**config.mk**
```make
export PLATFORM = sky130hd
export DESIGN_NAME = board_io_conditioner
export DESIGN_NICKNAME = d
export VERILOG_FILES = /design/src/rtl/board_io_conditioner.sv
export SDC_FILE = /design/constraint.sdc
export NUM_CORES = 1
export LEC_CHECK = 0
export ABC_AREA = 1
export CELL_PAD_IN_SITES_DETAIL_PLACEMENT = 0
export CELL_PAD_IN_SITES_GLOBAL_PLACEMENT = 1
export CORE_MARGIN = 4
export CORE_UTILIZATION = 41
export CTS_BUF_LIST = sky130_fd_sc_hd__clkbuf_8
export CTS_CLUSTER_DIAMETER = 150
export DETAILED_ROUTE_END_ITERATION = 10
export PLACE_DENSITY = 0.87
export SKIP_LAST_GASP = 1
export SYNTH_ARGS = -nofsm -noshare
export SYNTH_HDL_FRONTEND = slang
export SYNTH_SLANG_ARGS = --single-unit
```
**constraint.sdc**
```tcl
create_clock -name CLOCK_100 -period 1.8 [get_ports CLOCK_100]
set_clock_uncertainty 0.1 [all_clocks]
set_input_delay 0.27 -clock CLOCK_100 [delete_from_list [all_inputs] [get_ports CLOCK_100]]
set_output_delay 0.27 -clock CLOCK_100 [all_outputs]
set_load 0.1 [all_outputs]
```
**src/rtl/board_io_conditioner.sv**
```systemverilog
// Board pin conditioner: synchronises and deglitches the SPI-side input pins,
// shapes the core interrupt into a PIRQ_n pulse and stretches an activity LED.
module board_io_conditioner #(
   parameter int              N_IN        = 4,
   parameter int              SYNC_STAGES = 2,
   parameter int              FILT_LEN    = 3,
   parameter logic [N_IN-1:0] RST_VAL     = {N_IN{1'b1}},
   parameter int              IRQ_MIN_CYC = 16,
   parameter int              IRQ_GAP     = 8,
   parameter int              ACT_CH      = 2,
   parameter int              ACT_W       = 22
) (
   input  logic            CLOCK_100,
   input  logic            RESET,
   input  logic [N_IN-1:0] pin_in,
   output logic [N_IN-1:0] pin_sync,
   output logic [N_IN-1:0] pin_rise,
   output logic [N_IN-1:0] pin_fall,
   input  logic            irq_req,
   output logic            irq_n_out,
   output logic            act_led
);

   localparam logic [3:0] FILT_LAST   = 4'(FILT_LEN - 1);
   localparam int         IRQ_CNT_MAX = (IRQ_MIN_CYC > IRQ_GAP) ? IRQ_MIN_CYC : IRQ_GAP;
   localparam int         IRQ_CW      = (IRQ_CNT_MAX > 1) ? $clog2(IRQ_CNT_MAX) : 1;
   localparam logic [IRQ_CW-1:0] MIN_LOAD = IRQ_CW'(IRQ_MIN_CYC - 1);
   localparam logic [IRQ_CW-1:0] GAP_LOAD = (IRQ_GAP > 0) ? IRQ_CW'(IRQ_GAP - 1) : '0;

   typedef enum logic [1:0] {IDLE, ACTIVE, GAP} irq_state_t;

   logic [N_IN-1:0] sync_q [SYNC_STAGES];
   logic [N_IN-1:0] sync_out;
   logic [3:0]      filt_cnt [N_IN];

   irq_state_t        state_q, state_d;
   logic [IRQ_CW-1:0] irq_cnt_q, irq_cnt_d;
   logic              req_q;

   logic [ACT_W-1:0]  led_cnt_q, led_cnt_d;

   // NOTE: every clocked process uses <= so all registers update from
   // pre-edge values, which makes the stage-to-stage shift order-independent.
   always_ff @(posedge CLOCK_100) begin
      if (RESET) begin
         for (int s = 0; s < SYNC_STAGES; s++) sync_q[s] <= RST_VAL;
      end else begin
         sync_q[0] <= pin_in;
         for (int s = 1; s < SYNC_STAGES; s++) sync_q[s] <= sync_q[s-1];
      end
   end

   assign sync_out = sync_q[SYNC_STAGES-1];

   // Strobes are set in the same edge that updates pin_sync, so they line up
   // with the first cycle the new level is visible.
   always_ff @(posedge CLOCK_100) begin
      if (RESET) begin
         pin_sync <= RST_VAL;
         pin_rise <= '0;
         pin_fall <= '0;
         for (int i = 0; i < N_IN; i++) filt_cnt[i] <= '0;
      end else begin
         for (int i = 0; i < N_IN; i++) begin
            pin_rise[i] <= 1'b0;
            pin_fall[i] <= 1'b0;
            if (sync_out[i] == pin_sync[i]) begin
               filt_cnt[i] <= '0;
            end else if (filt_cnt[i] == FILT_LAST) begin
               pin_sync[i] <= sync_out[i];
               pin_rise[i] <= sync_out[i];
               pin_fall[i] <= ~sync_out[i];
               filt_cnt[i] <= '0;
            end else begin
               filt_cnt[i] <= filt_cnt[i] + 4'd1;
            end
         end
      end
   end

   // NOTE: next-state values are defaulted to the current ones first so no
   // path through the case leaves them unassigned (no latches).
   always_comb begin
      state_d   = state_q;
      irq_cnt_d = irq_cnt_q;
      unique case (state_q)
         IDLE: begin
            if (irq_req) begin
               state_d   = ACTIVE;
               irq_cnt_d = MIN_LOAD;
            end
         end
         ACTIVE: begin
            // Release only after the request has been low for two samples,
            // so the pulse outlasts a long request by one cycle.
            if (irq_cnt_q != '0) begin
               irq_cnt_d = irq_cnt_q - IRQ_CW'(1);
            end else if (!irq_req && !req_q) begin
               if (IRQ_GAP == 0) begin
                  state_d = IDLE;
               end else begin
                  state_d   = GAP;
                  irq_cnt_d = GAP_LOAD;
               end
            end
         end
         GAP: begin
            if (irq_cnt_q != '0) irq_cnt_d = irq_cnt_q - IRQ_CW'(1);
            else                 state_d   = IDLE;
         end
         default: state_d = IDLE;
      endcase
   end

   always_ff @(posedge CLOCK_100) begin
      if (RESET) begin
         state_q   <= IDLE;
         irq_cnt_q <= '0;
         req_q     <= 1'b0;
         irq_n_out <= 1'b1;
      end else begin
         state_q   <= state_d;
         irq_cnt_q <= irq_cnt_d;
         req_q     <= irq_req;
         irq_n_out <= (state_q != ACTIVE);
      end
   end

   always_comb begin
      led_cnt_d = led_cnt_q;
      if (pin_fall[ACT_CH])       led_cnt_d = '1;
      else if (led_cnt_q != '0)   led_cnt_d = led_cnt_q - ACT_W'(1);
   end

   always_ff @(posedge CLOCK_100) begin
      if (RESET) begin
         led_cnt_q <= '0;
         act_led   <= 1'b0;
      end else begin
         led_cnt_q <= led_cnt_d;
         act_led   <= (led_cnt_d != '0);
      end
   end

endmodule

```
==> out/qor.yml, run 1 <==
outcome: "finished, violations left"
violations: "negative setup slack"
portBuffers: 20
dp_hpwl_um: 5700
gp_congestion: 0.8803
end_kind: "flop"
cts_tree: "built"
drc: 0
die_x_um: 98.93
synth_area_leaders: "dfxtp_1 (30%), edfxtp_1 (14%), nand2_1 (9.3%)"
required_ns: 1.94
drive_gt1_frac: 0.2891
start_kind: "flop"
drv_slew: 0
slew_headroom: 0.6659
pre_cts_ws_ns: -0.1752
cts_buffers: 9
nets: 566
ys_ff_latch: 67
gr-total-overflow: 0
synth-edff-count: 16
postLayoutCoreUtil: 0.5977
cts.sink_count: 67
yosysTopAreaCell: "dfxtp_1"
period_share: 1.047
synthFlopType: "dfxtp_1"
syn-mean-instance-area_um2: 7.566
finalSetupTns_ns: -0.08486
drtPass1Iterations: 7
hold_violations: 0
rsz0062_at_grt: "true"
drt_wl_total_um: 8123
boundaryPins: 21
power_frac_seq: 0.234
antennaDiodeCount: 0
synth_seq_area_share: 0.4430
grt_pass1_wl_um: 13280
p_sw_w: 0.004108
yosys_warnings: 0
arrival_ns: 2.02
antenna_found_initial: 0
core_area_um2: 7888
power_density_nw_per_um2: 1964
sw_frac_of_total: 0.4436
clk_path_buf_depth: 2
track_usage: 0.1683
async_flop_share: 0
avgRoutedWirePerCell_um: 12.46
viasPerCell: 4.863
grt_start_max_net_pins: 29
drtAntennaViolNets: 0
grt_pass1_vias: 2994
mostFrequentLayoutCell: "nand2_1"
syn-instance-count: 448
synth_top_area_share: 0.3012
p_clk_frac: 0.116
mostFrequentLayoutCells: "nand2_1 (75), nor2_1 (62), buf_4 (52)"
cap_violations: 0
power_frac_comb: 0.650
fmax_mhz: 530.5
peakVddDrop_mv: 0.7910
synthesis.area_um2: 3390
setup_viol: 1
whs_ns: 0.3102
path_clk_slew_ns: 0.08
n_fill_cell: 677
synthToLayoutAreaGrowth_pct: 39.09
p_int_w: 0.005151
clock-root-buffer: "clkbuf_8"
synth.distinct_cells: 34
worst_slack_ns: -0.08486
dieArea_um2: 9786
start_util: 0.4297
total_leakage_power_nw: 2.237
path_class: "flop to flop"
period_needed_ns: 1.885
drt_iter0_drc: 137
vias: 3171
tightest_slew_ns: 0.4959
crit_path_max_fanout: 8
die_h_um: 98.93
clock_latency_ns: 0.35
cts.htree.levels: 3
hp-class: "flop to flop"
num_rows: 32
metal layers:
metal | vias up | routed length [µm] | global-route usage
li1 | 1626 | - | -
met1 | 1437 | 3618 | 0.2165
met2 | 92 | 3940 | 0.2743
met3 | 16 | 382 | 0.02902
met4 | 0 | 182 | 0.07878
met5 | - | 0 | 0
cells in the mapped netlist (all sizes together), types with 2 or more instances:
cell and instances:
nand2 87, clkbuf 7, a21oi 33, inv 55
a22oi 3, xnor2 5, o211ai 2, nand3 32
dfxtp 51, edfxtp 16, o21ai 14, xor2 8
nor2 86, nand4 3, ha 14, nand3b 5
nor3 9, or2 8
final timing paths:
path                start            to  slack (ns)  cells past startpoint
min reg2reg  sync_q[0][3]  sync_q[0][7]        0.31                      1
max          led_cnt_q[0]       act_led       -0.08                     12
min          sync_q[0][3]  sync_q[0][7]        0.31                      1
max reg2reg  led_cnt_q[0]       act_led       -0.08                     12
logic make-up (layout without fill, tap and decap cells):
logic type,after synthesis,count (layout),synth area share
compound gates,56,56,0.09007
xor+xnor,13,13,0.03359
fa+ha+maj,14,14,0.05168
buf+inv,64,149,0.07309
flops,67,67,0.4430
other cells,1,16,0.001106
simple gates,233,235,0.3075
flip-flops by register name (all words and copies together), names as in the netlist:
signal     cells
irq_cnt_q      4
filt_cnt      16
state_q        2
pin_sync       4
sync_q         8
pin_fall       4
irq_n_out      1
led_cnt_q     22
pin_rise       4
req_q          1
act_led        1
area by class of cell:
cell class | count | area, µm² | area share
multi-input combinational | 334 | 1876 | 0.3978
sequential | 67 | 1516 | 0.3217
timing repair buffer | 77 | 822.0 | 0.1744
tap | 102 | 127.6 | 0.02707
clock inverter | 7 | 38.79 | 0.008227
clock buffer | 9 | 123.9 | 0.02627
inverter | 56 | 210.2 | 0.04459
timing repair:
item                       4_1_cts  5_1_grt
hold buffers                     0        0
gates resized for setup         32       29
cloned                           2        0
setup buffers                    6        8
pin swaps                       10       17
setup endpoints to repair        1        5
power by group through the flow:
stage / combinational (W) / sequential [W] / clock [W]
finish: 0.00602 / 0.00216 / 0.00107
global route: 0.00664 / 0.00220 / 0.00116
CTS: 0.00514 / 0.00212 / 0.00110
detailed placement: 0.00455 / 0.00211 / 0
global placement: 0.00453 / 0.00210 / 0
floorplan: 0.00280 / 0.00213 / 0
stage by stage:
step / cells / area (µm²) / power (W)
global route: 652 / 4715 / 0.01000
finish: 652 / 4715 / 0.009259
global placement: 620 / 4225 / 0.006635
CTS: 644 / 4546 / 0.008358
floorplan: 463 / 3460 / 0.004930
detailed placement: 620 / 4225 / 0.006664
worst max-delay path: stages (launching register included):
cell and delay (ns):
dfxtp_2 0.33, inv_2 0.07, ha_4 0.15, nand2_4 0.07
nor2_4 0.17, buf_12 0.14, nand3_4 0.13, nand2_2 0.12
nand3_1 0.09, nor2_1 0.17, nand2_1 0.07, nor2_1 0.10
a21oi_1 0.06
Note: power is estimated with default switching activity, not from simulation.
==> run 2, diff against run 1 <==
CAP_MARGIN = 20   (was default)
CTS_CLUSTER_DIAMETER = 100   (was 150)
==> results of run 2 <==
The final DEF is identical to that of run 1; final timing and power are the same.
